==> src/rtl/vgachargen_console_writer_pkg.sv <==
// Shared constants and types for the console writer that feeds the vgachargen
// char_map/col_map write ports.
package vgachargen_console_writer_pkg;

    localparam int DEF_COLS   = 80;
    localparam int DEF_ROWS   = 30;
    localparam int DEF_ADDR_W = 10;

    localparam logic [7:0] ASCII_BS    = 8'h08;
    localparam logic [7:0] ASCII_LF    = 8'h0A;
    localparam logic [7:0] ASCII_FF    = 8'h0C;
    localparam logic [7:0] ASCII_CR    = 8'h0D;
    localparam logic [7:0] ASCII_SPACE = 8'h20;

    typedef enum logic [1:0] {IDLE, CLR_ROW, CLR_ALL} console_state_e;

    function automatic logic is_printable(input logic [7:0] b);
        return (b >= 8'h20) && (b <= 8'h7E);
    endfunction

endpackage

==> src/rtl/vgachargen_console_writer_if.sv <==
// Byte stream in, char_map/col_map write ports out. The writer is the stream
// slave; the byte source / map owner side uses the master modport.
interface vgachargen_console_writer_if #(
    parameter int ADDR_W = 10
);
    logic              s_valid_i;
    logic              s_ready_o;
    logic [7:0]        s_data_i;
    logic [7:0]        s_color_i;
    logic [ADDR_W-1:0] char_map_addr_o;
    logic              char_map_we_o;
    logic [3:0]        char_map_be_o;
    logic [31:0]       char_map_wdata_o;
    logic [ADDR_W-1:0] col_map_addr_o;
    logic              col_map_we_o;
    logic [3:0]        col_map_be_o;
    logic [31:0]       col_map_wdata_o;

    modport slave (
        input  s_valid_i, s_data_i, s_color_i,
        output s_ready_o,
        output char_map_addr_o, char_map_we_o, char_map_be_o, char_map_wdata_o,
        output col_map_addr_o, col_map_we_o, col_map_be_o, col_map_wdata_o
    );

    modport master (
        output s_valid_i, s_data_i, s_color_i,
        input  s_ready_o,
        input  char_map_addr_o, char_map_we_o, char_map_be_o, char_map_wdata_o,
        input  col_map_addr_o, col_map_we_o, col_map_be_o, col_map_wdata_o
    );
endinterface

==> src/rtl/vgachargen_console_writer.sv <==
// Turns a byte stream into char/colour cell writes at a hardware cursor, with
// control codes, line wrap, new-row clearing and full-screen clear.
module vgachargen_console_writer
    import vgachargen_console_writer_pkg::*;
#(
    parameter int COLS   = DEF_COLS,
    parameter int ROWS   = DEF_ROWS,
    parameter int ADDR_W = DEF_ADDR_W
) (
    input  logic                       clk_i,
    input  logic                       arstn_i,
    vgachargen_console_writer_if.slave bus,
    output logic [6:0]                 cursor_col_o,
    output logic [4:0]                 cursor_row_o,
    output logic                       busy_o
);
    localparam int WPR   = COLS / 4;
    localparam int WTOT  = COLS * ROWS / 4;
    localparam int POS_W = ADDR_W + 2;
    localparam int CNT_W = ADDR_W + 1;
    localparam logic [6:0]  LAST_COL   = 7'(COLS - 1);
    localparam logic [4:0]  LAST_ROW   = 5'(ROWS - 1);
    localparam logic [31:0] CLR_CHARS  = {4{ASCII_SPACE}};

    console_state_e    state_q, state_d;
    logic [6:0]        col_q, col_d;
    logic [4:0]        row_q, row_d;
    logic [CNT_W-1:0]  clr_addr_q, clr_addr_d;
    logic [CNT_W-1:0]  clr_end_q, clr_end_d;
    logic [7:0]        clr_color_q, clr_color_d;
    logic              ready_q;
    logic              we_q, we_d;
    logic [3:0]        be_q, be_d;
    logic [ADDR_W-1:0] addr_q, addr_d;
    logic [31:0]       cdata_q, cdata_d;
    logic [31:0]       kdata_q, kdata_d;

    logic              accept;
    logic [4:0]        row_inc;
    logic [POS_W-1:0]  cell_pos;
    logic [POS_W-1:0]  bs_pos;
    logic [CNT_W-1:0]  row_base;

    assign accept   = bus.s_valid_i & ready_q;
    assign row_inc  = (row_q == LAST_ROW) ? 5'd0 : row_q + 5'd1;
    assign cell_pos = POS_W'(int'(row_q) * COLS + int'(col_q));
    assign bs_pos   = cell_pos - POS_W'(1);
    assign row_base = CNT_W'(int'(row_inc) * WPR);

    // clr_end is exclusive: the cycle that finds clr_addr == clr_end writes nothing
    // and returns to IDLE, so ready comes back one cycle after the last clear word.
    always_comb begin
        state_d     = state_q;
        col_d       = col_q;
        row_d       = row_q;
        clr_addr_d  = clr_addr_q;
        clr_end_d   = clr_end_q;
        clr_color_d = clr_color_q;
        we_d        = 1'b0;
        be_d        = '0;
        addr_d      = '0;
        cdata_d     = '0;
        kdata_d     = '0;
        case (state_q)
            IDLE: begin
                if (accept) begin
                    if (is_printable(bus.s_data_i)) begin
                        we_d    = 1'b1;
                        be_d    = 4'b0001 << cell_pos[1:0];
                        addr_d  = cell_pos[POS_W-1:2];
                        cdata_d = {4{bus.s_data_i}};
                        kdata_d = {4{bus.s_color_i}};
                        if (col_q == LAST_COL) begin
                            col_d       = '0;
                            row_d       = row_inc;
                            clr_addr_d  = row_base;
                            clr_end_d   = row_base + CNT_W'(WPR);
                            clr_color_d = bus.s_color_i;
                            state_d     = CLR_ROW;
                        end else begin
                            col_d = col_q + 7'd1;
                        end
                    end else begin
                        case (bus.s_data_i)
                            ASCII_LF: begin
                                // First clear word goes out with the handshake itself
                                col_d       = '0;
                                row_d       = row_inc;
                                we_d        = 1'b1;
                                be_d        = 4'hF;
                                addr_d      = row_base[ADDR_W-1:0];
                                cdata_d     = CLR_CHARS;
                                kdata_d     = {4{bus.s_color_i}};
                                clr_addr_d  = row_base + CNT_W'(1);
                                clr_end_d   = row_base + CNT_W'(WPR);
                                clr_color_d = bus.s_color_i;
                                state_d     = CLR_ROW;
                            end
                            ASCII_CR: col_d = '0;
                            ASCII_BS: begin
                                if (col_q != 7'd0) begin
                                    col_d   = col_q - 7'd1;
                                    we_d    = 1'b1;
                                    be_d    = 4'b0001 << bs_pos[1:0];
                                    addr_d  = bs_pos[POS_W-1:2];
                                    cdata_d = {4{ASCII_SPACE}};
                                    kdata_d = {4{bus.s_color_i}};
                                end
                            end
                            ASCII_FF: begin
                                col_d       = '0;
                                row_d       = '0;
                                we_d        = 1'b1;
                                be_d        = 4'hF;
                                addr_d      = '0;
                                cdata_d     = CLR_CHARS;
                                kdata_d     = {4{bus.s_color_i}};
                                clr_addr_d  = CNT_W'(1);
                                clr_end_d   = CNT_W'(WTOT);
                                clr_color_d = bus.s_color_i;
                                state_d     = CLR_ALL;
                            end
                            default: ;
                        endcase
                    end
                end
            end
            CLR_ROW, CLR_ALL: begin
                if (clr_addr_q == clr_end_q) begin
                    state_d = IDLE;
                end else begin
                    we_d       = 1'b1;
                    be_d       = 4'hF;
                    addr_d     = clr_addr_q[ADDR_W-1:0];
                    cdata_d    = CLR_CHARS;
                    kdata_d    = {4{clr_color_q}};
                    clr_addr_d = clr_addr_q + CNT_W'(1);
                end
            end
            default: state_d = IDLE;
        endcase
    end

    always_ff @(posedge clk_i or negedge arstn_i) begin
        if (!arstn_i) begin
            state_q     <= IDLE;
            col_q       <= '0;
            row_q       <= '0;
            clr_addr_q  <= '0;
            clr_end_q   <= '0;
            clr_color_q <= '0;
            ready_q     <= 1'b0;
            we_q        <= 1'b0;
            be_q        <= '0;
            addr_q      <= '0;
            cdata_q     <= '0;
            kdata_q     <= '0;
        end else begin
            state_q     <= state_d;
            col_q       <= col_d;
            row_q       <= row_d;
            clr_addr_q  <= clr_addr_d;
            clr_end_q   <= clr_end_d;
            clr_color_q <= clr_color_d;
            ready_q     <= (state_d == IDLE);
            we_q        <= we_d;
            be_q        <= be_d;
            addr_q      <= addr_d;
            cdata_q     <= cdata_d;
            kdata_q     <= kdata_d;
        end
    end

    assign bus.s_ready_o        = ready_q;
    assign bus.char_map_addr_o  = addr_q;
    assign bus.char_map_we_o    = we_q;
    assign bus.char_map_be_o    = be_q;
    assign bus.char_map_wdata_o = cdata_q;
    assign bus.col_map_addr_o   = addr_q;
    assign bus.col_map_we_o     = we_q;
    assign bus.col_map_be_o     = be_q;
    assign bus.col_map_wdata_o  = kdata_q;
    assign cursor_col_o         = col_q;
    assign cursor_row_o         = row_q;
    assign busy_o               = (state_q != IDLE);

endmodule

==> src/flat_wrapper.sv <==
// flat-port wrapper written by rule: the top's interface ports become plain ports
module vgachargen_console_writer_flat import vgachargen_console_writer_pkg::*;
#(
    parameter int COLS   = DEF_COLS,
    parameter int ROWS   = DEF_ROWS,
    parameter int ADDR_W = DEF_ADDR_W
)
  (clk_i, arstn_i, cursor_col_o, cursor_row_o, busy_o, bus_s_valid_i, bus_s_data_i, bus_s_color_i, bus_s_ready_o, bus_char_map_addr_o, bus_char_map_we_o, bus_char_map_be_o, bus_char_map_wdata_o, bus_col_map_addr_o, bus_col_map_we_o, bus_col_map_be_o, bus_col_map_wdata_o);
  vgachargen_console_writer_if #(.ADDR_W(ADDR_W)) bus_i ();
  input  logic clk_i;
  input  logic arstn_i;
  output logic [6:0] cursor_col_o;
  output logic [4:0] cursor_row_o;
  output logic busy_o;
  input wire logic [$bits(bus_i.s_valid_i)-1:0] bus_s_valid_i;
  input wire logic [$bits(bus_i.s_data_i)-1:0] bus_s_data_i;
  input wire logic [$bits(bus_i.s_color_i)-1:0] bus_s_color_i;
  output wire logic [$bits(bus_i.s_ready_o)-1:0] bus_s_ready_o;
  output wire logic [$bits(bus_i.char_map_addr_o)-1:0] bus_char_map_addr_o;
  output wire logic [$bits(bus_i.char_map_we_o)-1:0] bus_char_map_we_o;
  output wire logic [$bits(bus_i.char_map_be_o)-1:0] bus_char_map_be_o;
  output wire logic [$bits(bus_i.char_map_wdata_o)-1:0] bus_char_map_wdata_o;
  output wire logic [$bits(bus_i.col_map_addr_o)-1:0] bus_col_map_addr_o;
  output wire logic [$bits(bus_i.col_map_we_o)-1:0] bus_col_map_we_o;
  output wire logic [$bits(bus_i.col_map_be_o)-1:0] bus_col_map_be_o;
  output wire logic [$bits(bus_i.col_map_wdata_o)-1:0] bus_col_map_wdata_o;
  assign bus_i.s_valid_i = bus_s_valid_i;
  assign bus_i.s_data_i = bus_s_data_i;
  assign bus_i.s_color_i = bus_s_color_i;
  assign bus_s_ready_o = bus_i.s_ready_o;
  assign bus_char_map_addr_o = bus_i.char_map_addr_o;
  assign bus_char_map_we_o = bus_i.char_map_we_o;
  assign bus_char_map_be_o = bus_i.char_map_be_o;
  assign bus_char_map_wdata_o = bus_i.char_map_wdata_o;
  assign bus_col_map_addr_o = bus_i.col_map_addr_o;
  assign bus_col_map_we_o = bus_i.col_map_we_o;
  assign bus_col_map_be_o = bus_i.col_map_be_o;
  assign bus_col_map_wdata_o = bus_i.col_map_wdata_o;
  vgachargen_console_writer #(.COLS(COLS), .ROWS(ROWS), .ADDR_W(ADDR_W)) u_core (.clk_i(clk_i), .arstn_i(arstn_i), .bus(bus_i), .cursor_col_o(cursor_col_o), .cursor_row_o(cursor_row_o), .busy_o(busy_o));
endmodule
==> config.mk <==
export PLATFORM = sky130hd
export DESIGN_NAME = vgachargen_console_writer_flat
export DESIGN_NICKNAME = d
export VERILOG_FILES = /design/src/rtl/vgachargen_console_writer_pkg.sv /design/src/rtl/vgachargen_console_writer_if.sv /design/src/rtl/vgachargen_console_writer.sv /design/src/flat_wrapper.sv
export SDC_FILE = /design/constraint.sdc
export NUM_CORES = 1
export LEC_CHECK = 0
export CAP_MARGIN = 20
export CORE_UTILIZATION = 55
export DETAILED_ROUTE_END_ITERATION = 7
export PLACE_DENSITY = 0.86
export RECOVER_POWER = 25
export SLEW_MARGIN = 20
export SYNTH_ARGS = -nofsm -noshare
export SYNTH_HDL_FRONTEND = slang
export SYNTH_SLANG_ARGS = --single-unit
==> constraint.sdc <==
create_clock -name clk_i -period 5.66 [get_ports clk_i]
set_clock_uncertainty 0.1 [all_clocks]
set_input_delay 1.132 -clock clk_i [delete_from_list [all_inputs] [get_ports clk_i]]
set_output_delay 1.132 -clock clk_i [all_outputs]
set_load 0.05 [all_outputs]
# Yosys cells after proc, flatten, opt, wreduce, memory -nomap -nowiden
# Cells that the tools add are included.
# W data, S select, Z words.
# classes
add_sub_neg,8
n_mul,2
n_lt_le_gt_ge,2
n_eq_ne,15
shifts,2
n_mux,56
bitwise,1
reduce_logical,16
# ops
cell,count
$pmux W32 S2,4
$mux W32,6
$mux W11,6
$pmux W11 S2,3
$mux W30,2
$mux W10,4
$pmux W10 S2,2
$eq A8 B4 Y1 const B,4
$mux W8,3
$add A11 B1 Y11 const B,2
$mux W7,3
$mul A5 B3 Y8 const B,2
$mux W4,4
$pmux W4 S2,2
$mux W5,3
$pmux W7 S2,1
$add A12 B8 Y12,1
$reduce_and A4 Y1,3
$sub A12 B1 Y12 const B,1
$add A11 B5 Y11 const B,1
$eq A11 B11 Y1,1
$pmux W5 S2,1
$ge A8 B6 Y1 const B,1
$le A8 B7 Y1 const B,1
other kinds (26),41
# word_totals
reg_bits,124
in_bits,19
output_inout_bits,108
elab_cells,114

# Longest topological paths before layout
# Gate-level depths: netlist of run 1.
# logic_depth
word_depth,9
depth_mapped,14
mapped_depth_nobuf,14

# Least setup slack after synthesis of run 1
# No wires, ideal clock.
# synth_path
kind,register to register
startpoint,"reg u_core.row_q[1], in the netlist u_core.cursor_row_o[1]"
endpoint,reg u_core.clr_end_q[7]
setup_ns,0.096
t_arrival_ns,3.147
required_time_ns,5.464
setup_slack_ns,2.317
stages_incl_launch_ff,13
path_buffers,0
synth_period_minus_slack_ns,3.343
path_cell_list,dfrtp_1 -> inv_1 -> ha_1 -> a22oi_1 -> o21ai_0 -> o41ai_1 -> ha_1 -> ha_1 -> inv_1 -> fa_1 -> nor3b_1 -> xor2_1 -> o31ai_1
# synth_between
elab_chain_len,6
word_cells_on_any_way,8
cone_classes,2 x add/sub; 1 x mul; 1 x eq/ne; 4 x mux
# synth_rtl
item,line,source
from (decl),vgachargen_console_writer.sv:27,"logic [4:0] row_q, row_d;"
from (signal assigned),vgachargen_console_writer.sv:161,row_q <= row_d;
$add A5 B1 Y5 / $eq A5 B5 Y1 (equally long branches),vgachargen_console_writer.sv:45,assign row_inc = (row_q == LAST_ROW) ? 5'd0 : row_q + 5'd1;
$mux W5 (*),vgachargen_console_writer.sv:45,
$mul A5 B3 Y8 (*),vgachargen_console_writer.sv:48,assign row_base = CNT_W'(int'(row_inc) * WPR);
$add A11 B5 Y11 (*),"vgachargen_console_writer.sv:77, vgachargen_console_writer.sv:95",
$pmux W11 S2 / $mux W11 (equally long branches),"vgachargen_console_writer.sv:84, vgachargen_console_writer.sv:73",
$mux W11 (*),vgachargen_console_writer.sv:67,if (is_printable(bus.s_data_i)) begin
to (signal assigned),vgachargen_console_writer.sv:163,clr_end_q <= clr_end_d;
to (decl),vgachargen_console_writer.sv:29,"logic [CNT_W-1:0] clr_end_q, clr_end_d;"
# Every way passes the cells marked *; elsewhere a longest branch is shown, timed or not. The select of a mux whose other input is x is not followed.
# A chain may end at the register's enable or synchronous reset.

# Worst setup path in the final report of run 1
# layout_path
startpoint,in bus_s_data_i[1]
endpoint,reg u_core.clr_end_q[7]
# layout_between
elab_chain_len,4
word_cells_on_any_way,10
cone_classes,2 x order compare; 3 x eq/ne; 2 x mux; 3 x reduce/logical
# layout_rtl
item,line,source
from (decl),flat_wrapper.sv:16,input wire logic [$bits(bus_i.s_data_i)-1:0] bus_s_data_i;
$ge A8 B6 Y1 / $le A8 B7 Y1 (equally long branches),vgachargen_console_writer_pkg.sv:18,return (b >= 8'h20) && (b <= 8'h7E);
$logic_and A1 B1 Y1,vgachargen_console_writer_pkg.sv:18,
$ne A2 B2 Y1 (no line) / $reduce_bool A3 Y1 (equally long branches),--,
$reduce_and A4 Y1 (no line),--,
# Parallel ways exist; a longest one is shown, timed or not.

==> summary.txt, run 1 <==
Floorplan
  • Ports: around 130
  • Std-Cell Rows: 35
  • Initial Utilization: 0.575
  • Die height: just over 100 µm
  • Die width: slightly above 100 µm
  • Total core area: roughly 9400 µm²
  • Die area: approximately 10000 µm²

Clock network
  • PostCTS Resize Cnt: 0
  • Setup Fix Bufs, Post-CTS: 0
  • Clock Path Buffers: 2
  • Worst skew pair latency: 0.37 ns
  • Hold_buf cts: 0
  • Num CTS Buffers: 9
  • Root buf cell: clkbuf_8
  • # clock sinks: between 70 and 80
  • Clock-pin slew on the worst setup and hold paths: approximately 0.08 ns
  • CTS tree: built
  • CTS H-tree lvls: 3

Global route
  • Gr usage total: 0.295
  • Pin count of the biggest net entering global routing: 75
  • Vias in the first global route: around 4500
  • First-pass GRT wire length: ~23 mm
  • Initial antenna violation count: 0
  • Total congestion overflow: 0

Synth
  • Post-synthesis sequential area ratio: 0.344
  • Number of synthesis warnings: 0
  • Top cell type by total area after synthesis: dfrtp_1
  • Post-synth top area share: 0.344
  • Mapped Avg Cell Area: 8.79 µm²
  • Gate count after technology mapping: between 600 and 700
  • Top cells by area, synth: dfrtp_1 34%, buf_4 9.2%, ha_1 6.7%
  • Seq cells post-synth: between 70 and 80
  • Count of cell types in the netlist: 70
  • Async SR Flop Fraction: 1.00
  • Commonest register cell after synthesis: dfrtp_1
  • Post-synth EDFFs: 0
  • Post-Synthesis Cell Area: between 5000 and 6000 µm²
  • Syn_nets: approximately 660

STA
  • Slew HR: 0.379
  • Period utilization: 0.692
  • Final hold violations: 0
  • Min Tclk post-route: 3.92 ns
  • Post-Route Setup TNS: 0 ns
  • Fin. max-slew vios: 0
  • Max Fclk: between 0.2 and 0.3 GHz
  • Slew at the pin closest to its max-slew limit: between 0.9 and 1 ns
  • RSZ-0062 raised after global routing: no
  • WHS: 0.388 ns
  • Setup violations, final: 0

Critical path
  • Max stage delay on crit path: 0.86 ns
  • Req. time, crit path: roughly 5.8 ns
  • Critical path's top delay family: simple AND/OR/NAND/NOR gates
  • Critical-path cell list: clkdlybuf4s50_1 -> nand4_1 -> o21a_1 -> nand2_1 -> nand3_1 -> o31ai_1
  • WP data arrival: approximately 4.1 ns
  • Max stage delay cell, worst path: clkdlybuf4s50_1
  • Crit start category: input pin
  • WP buf/inv: 1
  • CP Class: input pin to register
  • Maximum fanout along the worst path: 18
  • Endpoint class of the critical path: register

Routing
  • 1st-pass router iterations: 5
  • DRT Wirelength: around 14 mm
  • Via count: 4826
  • Wirelength per Cell: between 15 and 20 µm
  • DR DRC count: 0
  • Final ANT Viol Nets: 0
  • Vias per cell: between 6 and 7
  • Initial DRC count: 403

Finish
  • # nets final: a little over 700
  • Final design utilization: 0.684
  • Share of post-route cells with drive strength above 1: 0.0614
  • Fillers: 787
  • Ant. Diodes: 0
  • Layout area overhead: 19.0%
  • Commonest non-fill, non-tap cell in the layout: clkdlybuf4s50_1
  • Most frequent cells in the layout: 125 x clkdlybuf4s50_1, 74 x dfrtp_1, 62 x nand2_1
  • Finished Cell Area: roughly 6400 µm²

Power
  • PwrDens: ~150 nW/µm²
  • Sw Ratio: 0.261
  • Seq pwr share: 0.539
  • Clock group share of total power: 0.397
  • Int Pwr: around 0.72 mW
  • Pleak: roughly 2.7 nW
  • Switching pwr: approximately 0.26 mW
  • Total Power: a little under 1 mW
  • Logic pwr share: 0.064
  • Worst vdd ir: between 0.09 and 0.1 mV

Placed design
  • Final Wtd Congestion: about 1
  • Placed Area: about 6200 µm²
  • I/O Buffers: ~130
  • Placed wire-length estimate: 10.7 mm

Flow run
  • Max-Cap Viols: 0

Min path
  • Tightest Hold Check Type: register to register

Status
  • Status: finished, final reports clean
## worst min-delay path: cells and delay by family (launching register included)
family           cells  cell delay, ns
DFF                  1            0.35
and+or+nand+nor      2            0.11
## sequential cells by signal, indices dropped and copies added, names as in the netlist, 4 cells and up
register,flops
u_core.cursor_col_o,7
u_core.clr_end_q,9
u_core.clr_addr_q,11
u_core.bus.char_map_addr_o,10
u_core.bus.char_map_wdata_o,8
u_core.cursor_row_o,5
u_core.clr_color_q,8
u_core.bus.col_map_wdata_o,8
u_core.bus.char_map_be_o,4
## cell type report
cell class,count,area [µm²],share of cell area
clock buffers,10,138,0.0215
multi-input cells,422,2830,0.442
well taps,129,161,0.0252
flip-flops and latches,74,1850,0.289
inverters,27,101,0.0158
repair buffers,129,1280,0.199
clock inverters,6,48.8,0.00761
## synthesized netlist by cell type, types with 6 or more instances
library cell	number
buf_2	6
nor2_1	33
buf_4	66
and3_1	14
xnor2_1	6
xor2_1	18
dfrtp_1	74
o31ai_1	6
ha_1	29
a21oi_1	28
nor2b_1	10
nand3_1	20
nor3_1	12
a21o_1	10
nand2_1	62
inv_1	27
o211ai_1	11
clkbuf_1	16
o21ai_0	35
o22ai_1	14
a22oi_1	15
## per-stage QoR
stage / std cells / worst slack, ns
2_1_floorplan: 613 / 2.32
3_3_place_gp: 781 / 1.54
3_5_place_dp: 781 / 1.43
4_1_cts: 797 / 1.80
5_1_grt: 797 / 1.48
6_report: 797 / 1.74
## metal layers
layer | wire length [µm] | GRT usage
met3 | 1280 | 0.0638
met1 | 5880 | 0.380
met5 | 0 | 0
met4 | 338 | 0.108
met2 | 6830 | 0.488
## final timing paths
check | startpoint | to | slack [ns] | cells past startpoint
worst max-delay path | bus_s_data_i[1] | u_core.clr_end_q[7]$_DFFE_PN0P_ | 1.74 | 6
worst min-delay path | u_core.clr_color_q[4]$_DFFE_PN0P_ | u_core.clr_color_q[4]$_DFFE_PN0P_ | 0.39 | 2
worst max register to register | u_core.cursor_row_o[1]$_DFFE_PN0P_ | u_core.bus.char_map_addr_o[9]$_DFF_PN0_ | 2.00 | 13
worst min register to register | u_core.clr_color_q[4]$_DFFE_PN0P_ | u_core.clr_color_q[4]$_DFFE_PN0P_ | 0.39 | 2
max in group asynchronous | arstn_i | u_core.cursor_row_o[1]$_DFFE_PN0P_ | 3.97 | 2
min in group asynchronous | arstn_i | u_core.cursor_col_o[1]$_DFFE_PN0P_ | 0.86 | 2
## logic make-up (layout without fill, tap and decap cells)
group,Yosys count,count (layout),synth area share
other,1,1,0.000696
xor gates and xnor gates,24,24,0.0390
buffers and inverters,117,172,0.132
muxes,1,1,0.00279
adders and majority gates,32,32,0.0785
DFF,74,74,0.344
AOI/OAI and AO/OA,165,165,0.209
and+or+nand+nor,199,199,0.195
## power by group through the flow
| stage | registers, mW | logic (mW) | clock network (mW) |
|---|---|---|---|
| after CTS | 0.529 | 0.0619 | 0.392 |
| final | 0.529 | 0.0623 | 0.389 |
| after global routing | 0.529 | 0.0683 | 0.417 |
| after detailed placement | 0.539 | 0.0617 | 0 |
| after global placement | 0.539 | 0.0607 | 0 |
| after floorplan | 0.541 | 0.0280 | 0 |
Power figures use the tool's default switching activity.
==> run 2, diff against run 1 <==
- CORE_UTILIZATION: 55 -> 46
- PLACE_DENSITY: 0.86 -> 0.77
- clock period: 5.66 -> 3.3 ns (I/O delays scaled with it)
==> summary.txt, run 2 (synthesized netlist as in run 1, its figures left out) <==
Routing
  • Via count: 4941 (was 4826)
  • Initial DRC count: 401 (was 403)
  • Wire length on met1: 6.21 mm (was 5.88 mm)
  • Top Layer Used: met4 (unchanged)
  • DR DRC count: 0 (unchanged)
  • Met2 Wirelength: 7.32 mm (was 6.83 mm)
  • 1st-pass router iterations: 5 (unchanged)
  • Final ANT Viol Nets: 0 (unchanged)
  • Vias per cell: 5.94 (was 6.06)
  • Met3 routed WL: 1.30 mm (was 1.28 mm)
  • DRT Wirelength: 15.1 mm (was 14.3 mm)
  • Wirelength per Cell: 18.2 µm (was 18.0 µm)

Placed design
  • Placed wire-length estimate: 11.2 mm (was 10.7 mm)
  • Cells after DPL: 816 (was 781)
  • DP Worst Slack: 0.0238 ns (was 1.43 ns)
  • Final Wtd Congestion: 0.948 (was 0.981)
  • I/O Buffers: 126 (unchanged)
  • Placed Area: 6400 µm² (was 6220 µm²)

Critical path
  • Max stage delay on crit path: 0.48 ns (was 0.86 ns)
  • Endpoint class of the critical path: register (unchanged)
  • Top cell by count, worst path: ha_1
  • Max stage delay cell, worst path: fa_2 (was clkdlybuf4s50_1)
  • Maximum fanout along the worst path: 7 (was 18)
  • WP data arrival: 3.29 ns (was 4.07 ns)
  • Critical-path cell list: inv_2 -> ha_2 -> a22oi_1 -> o21ai_1 -> o41ai_2 -> ha_1 -> ha_1 -> inv_1 -> fa_2 -> nor3b_1 -> xor2_1 -> o31ai_1 (was clkdlybuf4s50_1 -> nand4_1 -> o21a_1 -> nand2_1 -> nand3_1 -> o31ai_1)
  • Req. time, crit path: 3.44 ns (was 5.82 ns)
  • CP Class: register to register (was input pin to register)
  • Crit start category: register (was input pin)

STA
  • Slew at the pin closest to its max-slew limit: 1.87 ns (was 0.931 ns)
  • Fin. max-slew vios: 75 (was 0)
  • Slew HR: -0.248 (was 0.379)
  • PnR worst setup slack: 0.150 ns (was 1.74 ns)
  • Period utilization: 0.954
  • RSZ-0062 raised after global routing: no (unchanged)
  • Max Fclk: approximately 0.32 GHz
  • Min Tclk post-route: between 3 and 4 ns
  • Post-Route Setup TNS: 0 ns (unchanged)
  • Setup violations, final: 0 (unchanged)
  • Final hold violations: 0 (unchanged)

Finish
  • Most flops, register: u_core.clr_addr_q (unchanged)
  • Finished Cell Area: 6800 µm² (was 6410 µm²)
  • Largest register FFs: 11 (unchanged)
  • Most frequent cells in the layout: 125 x clkdlybuf4s50_1, 72 x dfrtp_1, 62 x nand2_1 (was 125 x clkdlybuf4s50_1, 74 x dfrtp_1, 62 x nand2_1)
  • Layout area overhead: 26.2% (was 19.0%)
  • Ant. Diodes: 0 (unchanged)
  • Post-Layout Cell Count: 832 (was 797)
  • # nets final: 736 (was 714)
  • Share of post-route cells with drive strength above 1: 0.102 (was 0.0614)
  • Commonest non-fill, non-tap cell in the layout: clkdlybuf4s50_1 (unchanged)

Clock network
  • # clock sinks: 74 (unchanged)
  • Num CTS Buffers: 9 (unchanged)
  • CTS H-tree lvls: 3 (unchanged)
  • Worst skew pair latency: 0.33 ns (was 0.37 ns)
  • Clock Path Buffers: 2 (unchanged)
  • Root buf cell: clkbuf_16 (was clkbuf_8)
  • CTS tree: built (unchanged)
  • Clock-pin slew on the worst setup and hold paths: 0.06 ns (was 0.08 ns)

Power
  • Worst vdd ir: 0.282 mV (was 0.0935 mV)
  • Total Power: 2.24 mW (was 0.981 mW)
  • Seq pwr share: 0.406 (was 0.539)
  • Clock group share of total power: 0.544 (was 0.397)
  • PwrDens: 329 nW/µm² (was 153 nW/µm²)
  • Logic pwr share: 0.051 (was 0.064)
  • Int Pwr: 1.77 mW (was 0.724 mW)
  • Switching pwr: 0.474 mW (was 0.256 mW)
  • Pleak: 2.95 nW (was 2.75 nW)
  • Sw Ratio: 0.212 (was 0.261)

Global route
  • First-pass GRT wire length: 24.0 mm (was 23.1 mm)
  • Total congestion overflow: 0 (unchanged)
  • Pin count of the biggest net entering global routing: 75 (unchanged)
  • Vias in the first global route: 4665 (was 4487)
  • Gr usage total: 0.262 (was 0.295)
  • Initial antenna violation count: 0 (unchanged)

Flow run
  • Max-Cap Viols: 1 (was 0)

Floorplan
  • Ports: 127 (unchanged)
  • Die height: 110 µm (was 101 µm)
  • Die area: 12100 µm² (was 10200 µm²)
  • Initial Utilization: 0.472 (was 0.575)
  • Std-Cell Rows: 39 (was 35)
  • Total core area: 11400 µm² (was 9370 µm²)
  • Die width: 110 µm (was 101 µm)

Status
  • Status: finished with violations (was finished, final reports clean)
  • Failing checks: capacitance limit, slew limit

Min path
  • Tightest Hold Check Type: register to register (unchanged)
==> run 2: changes by cell type in the layout (fill, tap and decap cells not counted), moves of 2 or more <==
cell	change
buf_4	+22
bufinv_16	+4
clkbuf_16	+9
clkbuf_8	-10
clkinvlp_4	-3
dfrtp_1	-2
dfrtp_2	+2
xor2_1	-2
xor2_2	+2
==> run 2: path summary, 6_finish.rpt <==
kind	start	to	slack [ns]	cells after the start
max in group asynchronous	arstn_i	u_core.cursor_row_o[1]$_DFFE_PN0P_	1.11	1
max	u_core.cursor_row_o[1]$_DFFE_PN0P_	u_core.clr_end_q[7]$_DFFE_PN0P_	0.15	12
min in group asynchronous	arstn_i	u_core.bus.char_map_addr_o[0]$_DFF_PN0_	0.74	1
min reg2reg	u_core.clr_color_q[7]$_DFFE_PN0P_	u_core.clr_color_q[7]$_DFFE_PN0P_	0.38	2
max reg2reg	u_core.cursor_row_o[1]$_DFFE_PN0P_	u_core.clr_end_q[7]$_DFFE_PN0P_	0.15	12
min	u_core.clr_color_q[7]$_DFFE_PN0P_	u_core.clr_color_q[7]$_DFFE_PN0P_	0.38	2
==> run 2: cell type report <==
type / count / area, µm²
Multi-Input combinational cell: 422 / 2860
Clock inverter: 6 / 138
Tap cell: 143 / 179
Sequential cell: 74 / 1850
Inverter: 27 / 101
Timing Repair Buffer: 151 / 1440
Clock buffer: 9 / 225
Fill cell: 990 / 4620
==> run 2: what timing repair did <==
item,in CTS,in global routing
endpoints found under the setup margin,1,9
gates resized for setup,1,8
setup buffers,0,1
hold buffers,0,0
pin swaps,0,1
==> run 2: power by group through the flow <==
stage	Clock (mW)	Sequential, mW	Combinational, mW
floorplan	0	0.928	0.0480
global route	1.27	0.908	0.126
finish	1.22	0.909	0.113
CTS	1.23	0.908	0.114
detailed placement	0	0.925	0.114
global placement	0	0.925	0.112
==> run 2: critical path: cells and delay by family (launching register included) <==
kind | cells | cell delay (ns)
adder cells (fa/ha/maj) | 4 | 1.22
AO/OA/AOI/OAI | 4 | 0.61
flip-flops | 1 | 0.47
AND/OR/NAND/NOR | 1 | 0.35
buffers and inverters | 2 | 0.20
XOR/XNOR | 1 | 0.11
==> run 2: through the flow <==
step                      hold WS, ns  utilization
after floorplan                 0.264            -
after detailed placement        0.368        0.560
after global placement          0.357        0.560
after CTS                       0.382        0.593
after global routing            0.412        0.596
final                           0.383        0.596
==> run 2: layer usage <==
layer / vias to the layer above / GRT usage
met5: - / 0
met4: 0 / 0.0959
met2: 241 / 0.445
li1: 2269 / -
met1: 2402 / 0.336
met3: 29 / 0.0441
==> run 3, diff against run 2 <==
- GPL_ROUTABILITY_DRIVEN: unset -> 0
- HOLD_SLACK_MARGIN: unset -> 0.02
==> summary.txt, run 3 (synthesized netlist as in run 1, its figures left out) <==
Finish
  • Finished Cell Area: 6720 µm² (was 6800 µm²)
  • Most flops, register: u_core.clr_addr_q (unchanged)
  • Share of post-route cells with drive strength above 1: 0.0987 (was 0.102)
  • # nets final: 735 (was 736)
  • Largest register FFs: 11 (unchanged)
  • Layout area overhead: 24.8% (was 26.2%)
  • Post-Layout Cell Count: 832 (unchanged)
  • Ant. Diodes: 0 (unchanged)
  • Final design utilization: 0.589 (was 0.596)
  • Most frequent cells in the layout: 125 x clkdlybuf4s50_1, 72 x dfrtp_1, 62 x nand2_1 (unchanged)
  • Commonest non-fill, non-tap cell in the layout: clkdlybuf4s50_1 (unchanged)

STA
  • Fin. max-slew vios: 75 (unchanged)
  • Slew HR: -0.213 (was -0.248)
  • Setup violations, final: 0 (unchanged)
  • Max Fclk: 0.318 GHz (was 0.317 GHz)
  • WHS: 0.375 ns (was 0.383 ns)
  • Period utilization: 0.953 (was 0.954)
  • Post-Route Setup TNS: 0 ns (unchanged)
  • PnR worst setup slack: 0.154 ns (was 0.150 ns)
  • Slew at the pin closest to its max-slew limit: 1.82 ns (was 1.87 ns)
  • Min Tclk post-route: 3.15 ns (about the same)
  • Final hold violations: 0 (unchanged)

Status
  • Status: finished with violations (unchanged)
  • Failing checks: capacitance limit, slew limit (unchanged)

Clock network
  • Worst skew pair latency: 0.34 ns (was 0.33 ns)
  • CTS tree: built (unchanged)
  • Setup Fix Bufs, Post-CTS: 0 (unchanged)
  • CTS H-tree lvls: 3 (unchanged)
  • PostCTS Resize Cnt: 0 (was 1)
  • Clock-pin slew on the worst setup and hold paths: 0.06 ns (about the same)
  • # clock sinks: 74 (unchanged)
  • Num CTS Buffers: 9 (unchanged)
  • Hold_buf cts: 0 (unchanged)
  • Root buf cell: clkbuf_16 (unchanged)
  • Clock Path Buffers: 2 (unchanged)

Routing
  • Via count: 4929 (was 4941)
  • Top Layer Used: met4 (unchanged)
  • 1st-pass router iterations: 6 (was 5)
  • Initial DRC count: 352 (was 401)
  • DR DRC count: 0 (unchanged)
  • DRT Wirelength: 14.8 mm (was 15.1 mm)
  • Met2 Wirelength: 7.20 mm (was 7.32 mm)
  • Wirelength per Cell: 17.8 µm (was 18.2 µm)
  • Final ANT Viol Nets: 0 (unchanged)
  • Met3 routed WL: 1.17 mm (was 1.30 mm)
  • Wire length on met1: 6.22 mm (was 6.21 mm)
  • Vias per cell: 5.92 (was 5.94)

Placed design
  • I/O Buffers: 126 (unchanged)
  • DP Worst Slack: 0.0603 ns (was 0.0238 ns)
  • Placed wire-length estimate: 11.0 mm (was 11.2 mm)
  • Cells after DPL: 816 (unchanged)
  • Placed Area: 6400 µm² (unchanged)

Floorplan
  • Die height: 110 µm (unchanged)
  • Ports: 127 (unchanged)
  • Initial Utilization: 0.472 (unchanged)
  • Die area: 12100 µm² (unchanged)
  • Std-Cell Rows: 39 (unchanged)
  • Die width: 110 µm (unchanged)
  • Total core area: 11400 µm² (unchanged)

Critical path
  • Critical-path cell list: inv_2 -> ha_2 -> a22oi_1 -> o21ai_1 -> o41ai_2 -> ha_1 -> ha_1 -> inv_1 -> fa_1 -> nor2b_1 -> o21bai_1 -> or3_1 -> o31ai_1 -> a32o_1 (was inv_2 -> ha_2 -> a22oi_1 -> o21ai_1 -> o41ai_2 -> ha_1 -> ha_1 -> inv_1 -> fa_2 -> nor3b_1 -> xor2_1 -> o31ai_1)
  • Maximum fanout along the worst path: 7 (unchanged)
  • WP data arrival: 3.32 ns (was 3.29 ns)
  • Max stage delay cell, worst path: dfrtp_2 (was fa_2)
  • Crit start category: register (unchanged)
  • Top cell by count, worst path: ha_1 (unchanged)
  • Max stage delay on crit path: 0.46 ns (was 0.48 ns)
  • Endpoint class of the critical path: register (unchanged)
  • CP Class: register to register (unchanged)
  • Req. time, crit path: 3.47 ns (was 3.44 ns)

Power
  • Pleak: 2.90 nW (was 2.95 nW)
  • Total Power: 2.01 mW (was 2.24 mW)
  • Worst vdd ir: 0.203 mV (was 0.282 mV)
  • PwrDens: 299 nW/µm² (was 329 nW/µm²)

Global route
  • First-pass GRT wire length: 23.3 mm (was 24.0 mm)
  • Vias in the first global route: 4607 (was 4665)
  • Initial antenna violation count: 0 (unchanged)
  • Pin count of the biggest net entering global routing: 75 (unchanged)
  • Total congestion overflow: 0 (unchanged)
  • Gr usage total: 0.251 (was 0.262)

Min path
  • Tightest Hold Check Type: register to register (unchanged)

Flow run
  • Max-Cap Viols: 1 (unchanged)
==> run 3: changes by cell type in the layout (fill, tap and decap cells not counted), sizes merged <==
| cell | change |
|---|---|
| bufinv | -3 |
| clkinvlp | +3 |
| buf | -1 |
| clkbuf | +1 |
| clkinv | +1 |
| inv | -1 |
==> run 3: layout make-up <==
type	count	area, µm²
clock buffer	10	229
clock inverter	6	66.3
fill	1003	4700
inverter	27	101
multi-input combinational	422	2860
sequential	74	1850
tap	143	179
timing repair buffer	150	1440
==> run 3: per-layer routing <==
layer,vias to the layer above,track usage
li1,2277,-
met1,2369,0.331
met2,258,0.422
met3,25,0.0412
met4,0,0.0780
met5,-,0
==> run 3: critical path, delay by kind of cell (launching register included) <==
family	cells	cell delay [ns]
adder cells (fa/ha/maj)	4	1.11
AO/OA/AOI/OAI	6	0.76
flip-flops	1	0.46
AND/OR/NAND/NOR	2	0.46
buffers and inverters	2	0.18
==> run 3: path summary, 6_finish.rpt <==
path,slack (ns),startpoint,cells past startpoint,endpoint
max reg2reg,0.15,u_core.cursor_row_o[1]$_DFFE_PN0P_,14,u_core.clr_addr_q[9]$_DFFE_PN0P_
min reg2reg,0.37,u_core.clr_color_q[7]$_DFFE_PN0P_,2,u_core.clr_color_q[7]$_DFFE_PN0P_
min in group asynchronous,0.72,arstn_i,1,u_core.bus.char_map_addr_o[0]$_DFF_PN0_
min,0.37,u_core.clr_color_q[7]$_DFFE_PN0P_,2,u_core.clr_color_q[7]$_DFFE_PN0P_
max in group asynchronous,1.18,arstn_i,1,u_core.cursor_row_o[1]$_DFFE_PN0P_
max,0.15,u_core.cursor_row_o[1]$_DFFE_PN0P_,14,u_core.clr_addr_q[9]$_DFFE_PN0P_
==> run 3: where the power goes <==
group	total (mW)	switching [mW]	internal [mW]
clock	0.990	0.403	0.587
sequential	0.909	0.000545	0.908
combinational	0.114	0.0723	0.0419
